`src/rtl/decoder_scan_pkg.sv`:
```
// decoder_pkg: shared one-hot helpers and output-width helper for the decoder family
package decoder_pkg;
  function automatic int N_OF(input int sel_w);
    return 1 << sel_w;
  endfunction
  function automatic logic [31:0] onehot(input logic [4:0] sel, input int width);
    return (int'(sel) < width) ? 32'd1 << sel : 32'd0;
  endfunction
  function automatic logic [31:0] apply_level(input logic [31:0] vec, input bit active_low);
    return active_low ? ~vec : vec;
  endfunction
endpackage

```
`src/rtl/decoder_scan_decoder.sv`:
```
// onehot_decoder: combinational enable-gated binary-to-one-hot decoder
module onehot_decoder import decoder_pkg::*; #(
  parameter int SEL_W = 2
) (
  input  logic                    en,
  input  logic [SEL_W-1:0]        sel,
  output logic [N_OF(SEL_W)-1:0]  lines
);
  localparam int N = N_OF(SEL_W);
  assign lines = en ? N'(onehot(5'(sel), N)) : '0;
endmodule

```
`src/rtl/decoder_scan.sv`:
```
// decoder_scan: registered one-hot decoder with direct select and prescaled scan modes
module decoder_scan import decoder_pkg::*; #(
  parameter int SEL_W      = 2,
  parameter int DIV_W      = 16,
  parameter bit ACTIVE_LOW = 1'b0
) (
  input  logic                    clk,
  input  logic                    reset,
  input  logic                    en,
  input  logic                    mode,
  input  logic [SEL_W-1:0]        sel_in,
  input  logic                    hold,
  output logic [N_OF(SEL_W)-1:0]  dec_out,
  output logic [SEL_W-1:0]        idx_out,
  output logic                    wrap_tick
);
  localparam int N = N_OF(SEL_W);
  logic [DIV_W-1:0] pre, pre_nx;
  logic [SEL_W-1:0] idx_nx, dec_sel;
  logic [N-1:0]     lines, dec_nx;
  logic             mode_q, mode_chg, scan_run, step;
  assign mode_chg = mode != mode_q;
  assign scan_run = en & mode & ~mode_chg & ~hold;
  assign step     = scan_run & (&pre);
  onehot_decoder #(.SEL_W(SEL_W)) u_dec (.en(en), .sel(dec_sel), .lines(lines));
  // next prescaler/index and the value the output register loads, in priority order
  always_comb begin
    pre_nx  = !en ? pre : (mode_chg || !mode) ? '0 : hold ? pre : pre + 1'b1;
    idx_nx  = !en ? idx_out : mode_chg ? '0 : !mode ? sel_in : step ? idx_out + 1'b1 : idx_out;
    dec_sel = mode ? idx_nx : sel_in;
    dec_nx  = (en && mode && !mode_chg && hold) ? dec_out : N'(apply_level(32'(lines), ACTIVE_LOW));
  end
  // state and output registers; the whole output vector updates at once so it is never multi-hot
  always_ff @(posedge clk) begin
    if (reset) begin
      pre       <= '0;
      idx_out   <= '0;
      mode_q    <= 1'b0;
      wrap_tick <= 1'b0;
      dec_out   <= {N{ACTIVE_LOW}};
    end else begin
      pre       <= pre_nx;
      idx_out   <= idx_nx;
      mode_q    <= en ? mode : mode_q;
      wrap_tick <= step & (&idx_out);
      dec_out   <= dec_nx;
    end
  end
endmodule

```
`config.mk`:
```
export PLATFORM = sky130hd
export DESIGN_NAME = decoder_scan
export DESIGN_NICKNAME = d
export VERILOG_FILES = /design/src/rtl/decoder_scan_pkg.sv /design/src/rtl/decoder_scan_decoder.sv /design/src/rtl/decoder_scan.sv
export SDC_FILE = /design/constraint.sdc
export NUM_CORES = 1
export LEC_CHECK = 0
export CORE_MARGIN = 5
export CORE_UTILIZATION = 45
export CTS_BUF_LIST = sky130_fd_sc_hd__clkbuf_2 sky130_fd_sc_hd__clkbuf_4 sky130_fd_sc_hd__clkbuf_8
export DETAILED_ROUTE_END_ITERATION = 8
export PLACE_DENSITY_LB_ADDON = 0.3
export SYNTH_ARGS = -nofsm -noshare
export SYNTH_HDL_FRONTEND = slang
export SYNTH_SLANG_ARGS = --single-unit
```
`constraint.sdc`:
```
create_clock -name clk -period 5.7 [get_ports clk]
set_input_delay 0.57 -clock clk [delete_from_list [all_inputs] [get_ports clk]]
set_output_delay 0.57 -clock clk [all_outputs]
set_load 0.005 [all_outputs]
```
==> results of run 1 <==
critical path, stage by stage:
cell             delay, ps
clkdlybuf4s50_1        540
ha_1                   320
a21boi_0               390
nand4_1                330
nor3_1                 310
xnor2_1                140
nor2_1                  50
routing by layer:
layer / wire [µm] / global-route usage (%)
met1: 1123 / 17.29
met2: 1026 / 21.30
met3: 76 / 2.893
met4: 38 / 7.576
met5: 0 / 0
kinds of logic after synthesis:
family | synth area share (%)
XOR/XNOR | 9.324
multiplexers | 1.742
buffers and inverters | 2.561
adder cells (fa/ha/maj) | 3.074
flip-flops | 39.34
AO/OA/AOI/OAI | 10.35
AND/OR/NAND/NOR | 33.61
final timing paths:
check                                   to  depth (start not counted)  startpoint  slack [ps]
worst max-delay path               pre[14]                          7        mode        3250
worst min register to register  dec_out[1]                          1  dec_out[1]         490
worst max register to register  dec_out[0]                          6      pre[0]        3610
worst min-delay path            dec_out[1]                          1  dec_out[1]         490
cell usage after synthesis, types with 3 or more instances:
cell type  count  area (µm²)
dfxtp_1       24       480.5
nand4_1        4       25.02
a21oi_1        5       25.02
nand2b_1       6       37.54
xor2_1         6       52.55
nand3_1        5       25.02
nor3_1         4       20.02
xnor2_1        7       61.31
and3_1         3       18.77
inv_1          4       15.01
ha_1           3       37.54
nor2_1        18       67.56
nand2_1       11       41.29
o21ai_0        4       20.02
layout make-up:
class / count / area share (%)
Clock inverter: 1 / 2.107
Sequential cell: 24 / 33.71
Timing Repair Buffer: 13 / 9.131
Multi-Input combinational cell: 108 / 49.78
Tap cell: 30 / 2.634
Clock buffer: 3 / 1.580
Inverter: 4 / 1.054
through the flow:
stage	instances	total power (µW)	setup slack [ps]	utilization, %
after floorplan	140	190.6	3722	-
after global placement	179	200.8	2987	53.93
after detailed placement	179	201.2	2892	53.93
after CTS	183	325.5	3260	56.00
after global routing	183	336.0	3030	56.00
final	183	321.3	3250	56.00
report_power, final:
group,internal (µW),switching (µW),total [µW]
Combinational,13.3,12.7,26.0
Sequential,170,1.67,172
Clock,71.1,52.7,124
Total,254,67.0,321
state kept, by name (all words and copies together), names as in the netlist:
signal	cells
pre	16
dec_out	4
idx_out	2
mode_q	1
wrap_tick	1
==> results.md, run 1 <==
- Crit Path Category: in -> reg
- Final Hold Violating Endpoints: 0
- Fmax: 408.2 MHz
- Ys Warns: 0
- Total gr overflow: 0
- H-Tree Depth: 1
- Clk_skew: 3.697 ps
- Maxcap violations: 0
- Syn Area/Cell: 8.723 µm²
- N_diodes: 0
- Post-synth EDFFs: 0
- GPL Wtd Cong: 0.8104
- GR Util All Layers: 13.61%
- Worst hold path type: reg -> reg
- Relative slew slack: 67.14%
- Tmin final: 2450 ps
- Vias per inst: 5.361
- Share of layout cells above drive strength 1: 9.804%
- Die area: 3856 µm²
- Largest net degree at the start of global routing: 19
- Post-synthesis sequential area ratio: 39.34%
- Initial antenna violation count: 0
- Fill count: 236
- Synth Net Count: 150
- Ys async rst share: 0%
- Commonest non-fill, non-tap cell in the layout: dfxtp_1
- Crit start category: input pin
- Required @ worst endpoint: 5910 ps
- Critical-path maximum fanout: 10
- Worst vdd ir: 0.1786 mV
- Post-route cell area: 1425 µm²
- Status: complete, no violations
- Most frequent cells in the layout: dfxtp_1, nor2_1, clkdlybuf4s50_1
- Clk root buf: clkbuf_4
- Hold WS: 488.1 ps
- CTS sink count: 24
- Drt first pass iters: 4
- Die extent in x: 62.10 µm
- Number of global-route vias before repair: 902
- Post-Syn Area: 1221 µm²
- Initial DRC Count: 30
- Dpl cell area: 1373 µm²
- Endpoints failing setup: 0
- Area Overhead vs Synth: 16.70%
- Netlist cell types: 41
- Initial core utilization: 47.98%
- Antenna viol nets, final: 0
- Layout net count: 164
- Syn Inst Count: 140
- #FFs+latches synth: 24
- Slew Limit Fails: 0
- Cell Pwr Density: 225.4 nW/µm²
- Clk_lat worst skew: 320 ps
- Row count: 18
- # IOs: 14
- Die Y-Extent: 62.10 µm
- Drt total wl: 2265 µm
- DR DRC count: 0
- Setup_tns: 0 ps
- Final Cycle Share: 42.98%
- Critical path endpoint category: flip-flop
- Routed WL per cell: 12.38 µm
- Dpl hpwl: 1690 µm
- Core area: 2545 µm²
- Hold Buf Count CTS: 0
- Worst-Margin Slew: 491.3 ps
- Port Buffers: 13
- CTS resizes: 0
- TritonCTS Buffers: 3
- Seq. cell area: 480.5 µm²
- Critical Path AT: 2660 ps
- First-pass GRT wire length: 3877 µm
- Longest Clk Path Bufs: 2
- RSZ-0062 raised after global routing: no
- Setup Buffers After CTS: 0
- CTS tree: done
- P_leak: 0.0005108 µW
- Post-synth top flop: dfxtp_1
- Multi-input logic area: 709.4 µm²
- Clk pin slew, worst setup/hold paths: 130 ps
- Total vias in the final route: 981
No activity file was read; power rests on OpenSTA's default activity.
==> inputs of run 2 (changes only) <==
- clock period: 5.7 -> 2.1 ns (I/O delays scaled with it)
==> run 2 against run 1 <==
  * Clock-buffer cell count unchanged
  * Critical path depth down 1
  * Register-to-register slack worse by 3500 ps
  * Die area unchanged
  * Utilization up 3.0 points
  * Worst hold slack better by 5.3 ps
  * Clock skew up 7.3 ps
  * First-iteration DRC count up 30%
  * Worst setup slack worse by 3100 ps
  * Cell count up 5.5%
  * Sequential power rose to 2.7 times the previous value
  * Largest power group unchanged
==> results.md, run 2 (synthesis gave the netlist of run 1 again) <==
- Worst hold start: mode_q
- Fmax: 505.6 MHz
- Die extent in x: 62.10 µm
- Dpl hpwl: 1896 µm
- Status: complete, no violations
- Vias per inst: 5.528
- Drt first pass iters: 4
- Die Y-Extent: 62.10 µm
- Dpl ws: -35.54 ps
- Final worst setup slack: 122.2 ps
- Routed WL per cell: 12.85 µm
- Critical Path AT: 2200 ps
- Worst-Margin Slew: 423.3 ps
- Maxcap violations: 0
- Crit Reg-Reg Endpoint: dec_out[1]
- Slew Limit Fails: 0
- Clk root buf: clkbuf_4
- RSZ-0062 raised after global routing: no
- Total vias in the final route: 1067
- Max reg flops: 16
- Port Buffers: 13
- Total gr overflow: 0
- H-Tree Depth: 1
- GPL Wtd Cong: 0.8573
- Longest Clk Path Bufs: 2
- Setup_tns: 0 ps
- CTS tree: done
- P_leak: 0.0005606 µW
- R2R depth: 6
- Setup Buffers After CTS: 0
- Clk_lat worst skew: 320 ps
- Area Overhead vs Synth: 22.95%
- Core area: 2545 µm²
- CTS sink count: 24
- Inst Count DP: 189
- Final Util: 59.00%
- Largest registers: pre: 16 flops, dec_out: 4 flops, idx_out: 2 flops
- Critical-path maximum fanout: 3
- Layout net count: 174
- Initial core utilization: 47.98%
- Most frequent cells in the layout: dfxtp_1, nor2_1, clkdlybuf4s50_1
- Required @ worst endpoint: 2320 ps
- TritonCTS Buffers: 3
- Final Cycle Share: 94.18%
- R2r startpoint: pre[1]
- Clk_skew: 10.96 ps
- Endpoints failing setup: 0
- Share of layout cells above drive strength 1: 15.95%
- Critical path startpoint: pre[1]
- Fill count: 238
- Commonest non-fill, non-tap cell in the layout: dfxtp_1
- Number of global-route vias before repair: 1073
- Worst vdd ir: 0.4856 mV
- Clk pin slew, worst setup/hold paths: 140 ps
- Largest net degree at the start of global routing: 15
- Biggest register: pre
- Tmin final: 1978 ps
- Worst hold path type: reg -> reg
- Hold Buf Count CTS: 0
- Final Non-Filler Cells: 193
- Row count: 18
- First-pass GRT wire length: 4595 µm
- DR DRC count: 0
- CTS resizes: 0
- Crit start category: flip-flop
- Antenna viol nets, final: 0
- Crit Path Category: reg -> reg
- Critical Path Sink: dec_out[1]
- Die area: 3856 µm²
- Initial antenna violation count: 0
- # IOs: 14
- R2r setup slk: 120 ps
- Relative slew slack: 71.78%
- GR Util All Layers: 15.85%
- Hold WS: 493.4 ps
- Drt total wl: 2480 µm
- Cell Pwr Density: 593.2 nW/µm²
- Final Hold Violating Endpoints: 0
- N_diodes: 0
- Initial DRC Count: 39
- Critical path endpoint category: flip-flop
## run 2: worst min path at each step
| stage | end | slack, ps | cells past startpoint |
|---|---|---|---|
| 6_report | mode_q | 490 | 2 |
| 5_1_grt | mode_q | 520 | 2 |
| 4_1_cts | mode_q | 500 | 2 |
| 3_5_place_dp | dec_out[3] | 470 | 1 |
| 3_3_place_gp | dec_out[1] | 460 | 1 |
| 2_1_floorplan | mode_q | 360 | 2 |
## run 2: per-stage QoR
step / area [µm²] / total power (µW)
3_5_place_dp: 1448 / 560.6
5_1_grt: 1501 / 928.5
6_report: 1501 / 890.6
3_3_place_gp: 1448 / 557.8
2_1_floorplan: 1221 / 517.3
4_1_cts: 1500 / 896.5
## run 2: routing by layer
metal / wire, µm / up-vias / global-route usage [%]
met5: 0 / - / 0
met4: 40 / 0 / 5.758
met3: 77 / 6 / 3.926
met2: 1182 / 26 / 24.70
met1: 1179 / 498 / 21.15
li1: - / 537 / -
## run 2: final cells by class
cell class              instances  area, µm²  share of cell area, %
well taps                      30      37.54                  2.500
clock buffers                   3      22.52                  1.500
flip-flops and latches         24      481.7                  32.08
clock inverters                 1      30.03                  2.000
repair buffers                 23      205.2                  13.67
inverters                       4      15.01                  1.000
multi-input cells             108      709.4                  47.25
## run 2: critical path: stages (launching register included)
cell and delay, ps:
dfxtp_1 380, ha_1 210, nand4b_1 170, nor4_4 290
mux2_2 390, and2_1 180, a32o_1 260
## run 2: power breakdown
group          total, µW  internal, µW  leakage [µW]  switching [µW]
combinational       85.7          46.8      0.000338            38.9
sequential           466           461      0.000194            4.68
clock                339           193     0.0000279             146
==> inputs of run 3 (changes only) <==
- PLACE_DENSITY: default -> 0.69
- PLACE_DENSITY_LB_ADDON: 0.3 -> default
==> run 3 against run 2 <==
  * Total power about the same
  * Clock-buffer cell count did not move
  * Critical path depth unchanged
  * Combinational power is 0.8% higher
  * Critical path type unchanged
  * Critical endpoint is now dec_out[0]
  * Largest power group unchanged
==> results.md, run 3 (synthesis gave the netlist of run 1 again) <==
- Status: complete, no violations
- P_leak: 0.0005649 µW
- Clk root buf: clkbuf_4
- Crit Path Category: reg -> reg
- Critical-path maximum fanout: 3
- Total gr overflow: 0
- GR Util All Layers: 14.96%
- Port Buffers: 13
- Largest net degree at the start of global routing: 15
- Maxcap violations: 0
- Met2 Track Usage GR: 21.89%
- Multi-input logic area: 709.4 µm²
- RSZ-0062 raised after global routing: no
- Worst hold path cell count: 2
- Antenna viol nets, final: 0
- Final Hold Violating Endpoints: 0
- Share of layout cells above drive strength 1: 15.85%
- Met3 usage in global routing: 3.512%
- Relative slew slack: 70.57%
- Endpoints failing setup: 0
- Dpl hpwl: 1854 µm
- Clk_lat worst skew: 320 ps
- Final Non-Filler Cells: 194
- Biggest register: pre
- Initial DRC Count: 38
- Worst vdd ir: 0.3702 mV
- Number of global-route vias before repair: 960
- Vias per inst: 5.371
- CTS sink count: 24
- Slew Limit Fails: 0
- R2R depth: 6
- Final Util: 59.24%
- GRT busiest layer: met2
- Hold Buf Count CTS: 0
- Initial core utilization: 47.98%
- Largest registers: pre: 16 flops, dec_out: 4 flops, idx_out: 2 flops
- Routed WL per cell: 12.47 µm
- Drt total wl: 2419 µm
- Commonest non-fill, non-tap cell in the layout: dfxtp_1
- # IOs: 14
- Max reg flops: 16
- Initial antenna violation count: 0
- Inst Count DP: 190
- Die area: 3856 µm²
- Setup_tns: 0 ps
- Most frequent cells in the layout: dfxtp_1, nor2_1, clkdlybuf4s50_1
- Worst-Margin Slew: 441.4 ps
- Fill count: 225
- DR DRC count: 0
- Core area: 2545 µm²
- Crit start category: flip-flop
- Row count: 18
- Die Y-Extent: 62.10 µm
- Longest Clk Path Bufs: 2
- Worst hold path type: reg -> reg
- Final worst setup slack: 148.0 ps
- Setup Buffers After CTS: 0
- Clk_skew: 3.465 ps
- GPL Wtd Cong: 0.7781
- Die extent in x: 62.10 µm
- Drt first pass iters: 4
- Final Cycle Share: 92.95%
- Cell Pwr Density: 591.0 nW/µm²
- Total vias in the final route: 1042
- Seq. cell area: 480.5 µm²
- Clk pin slew, worst setup/hold paths: 140 ps
- Tmin final: 1952 ps
- Area Overhead vs Synth: 23.46%
- Layout net count: 175
- Required @ worst endpoint: 2330 ps
- Dpl ws: -19.71 ps
- TritonCTS Buffers: 3
- First-pass GRT wire length: 4312 µm
- H-Tree Depth: 1
- Routing usage on met1: 21.31%
- Critical path endpoint category: flip-flop
- Critical Path AT: 2180 ps
- N_diodes: 0
- Fmax: 512.3 MHz
- CTS resizes: 0
- CTS tree: done
## run 3: changes by cell type in the layout (fill, tap and decap cells not counted), sizes merged
cell,previous run,this run
buf,10,11
## run 3: per-stage QoR
step | hold slack, ps | power (µW) | cell area, µm²
floorplan | 360.1 | 517.3 | 1221
global placement | 467.2 | 560.3 | 1455
detailed placement | 471.0 | 562.1 | 1455
CTS | 493.3 | 901.2 | 1508
global route | 507.9 | 922.9 | 1508
finish | 493.5 | 891.1 | 1508
## run 3: final cells by class
class / count / area share [%]
Sequential cell: 24 / 31.87
Clock buffer: 3 / 1.494
Clock inverter: 1 / 1.992
Multi-Input combinational cell: 108 / 47.05
Timing Repair Buffer: 24 / 14.11
Inverter: 4 / 0.9958
Tap cell: 30 / 2.490
## run 3: worst max-delay path: stages, from the launching register on
cell and delay (ps):
dfxtp_1 400, ha_1 210, nand4b_1 160, nor4_4 280
mux2_2 390, and2_1 170, a32o_1 250
## run 3: where the power goes
group          total (µW)  leakage (µW)  internal, µW  switching (µW)
Sequential            466      0.000194           461            4.99
Clock                 339     0.0000279           193             146
Combinational        86.4      0.000343          48.0            38.4
Total                 891      0.000565           702             189
## run 3: per-layer routing
layer,share of wire (%),wire length [µm],vias to the layer above
met2,45,1079,13
li1,-,-,536
met4,1.2,30,0
met3,3.6,86,4
met5,0,0,-
met1,51,1222,489
## run 3: final timing paths
check | start | endpoint | slack, ps
hold / removal | mode_q | mode_q | 490
setup / recovery | pre[0] | dec_out[0] | 150
hold reg to reg | mode_q | mode_q | 490
setup reg to reg | pre[0] | dec_out[0] | 150
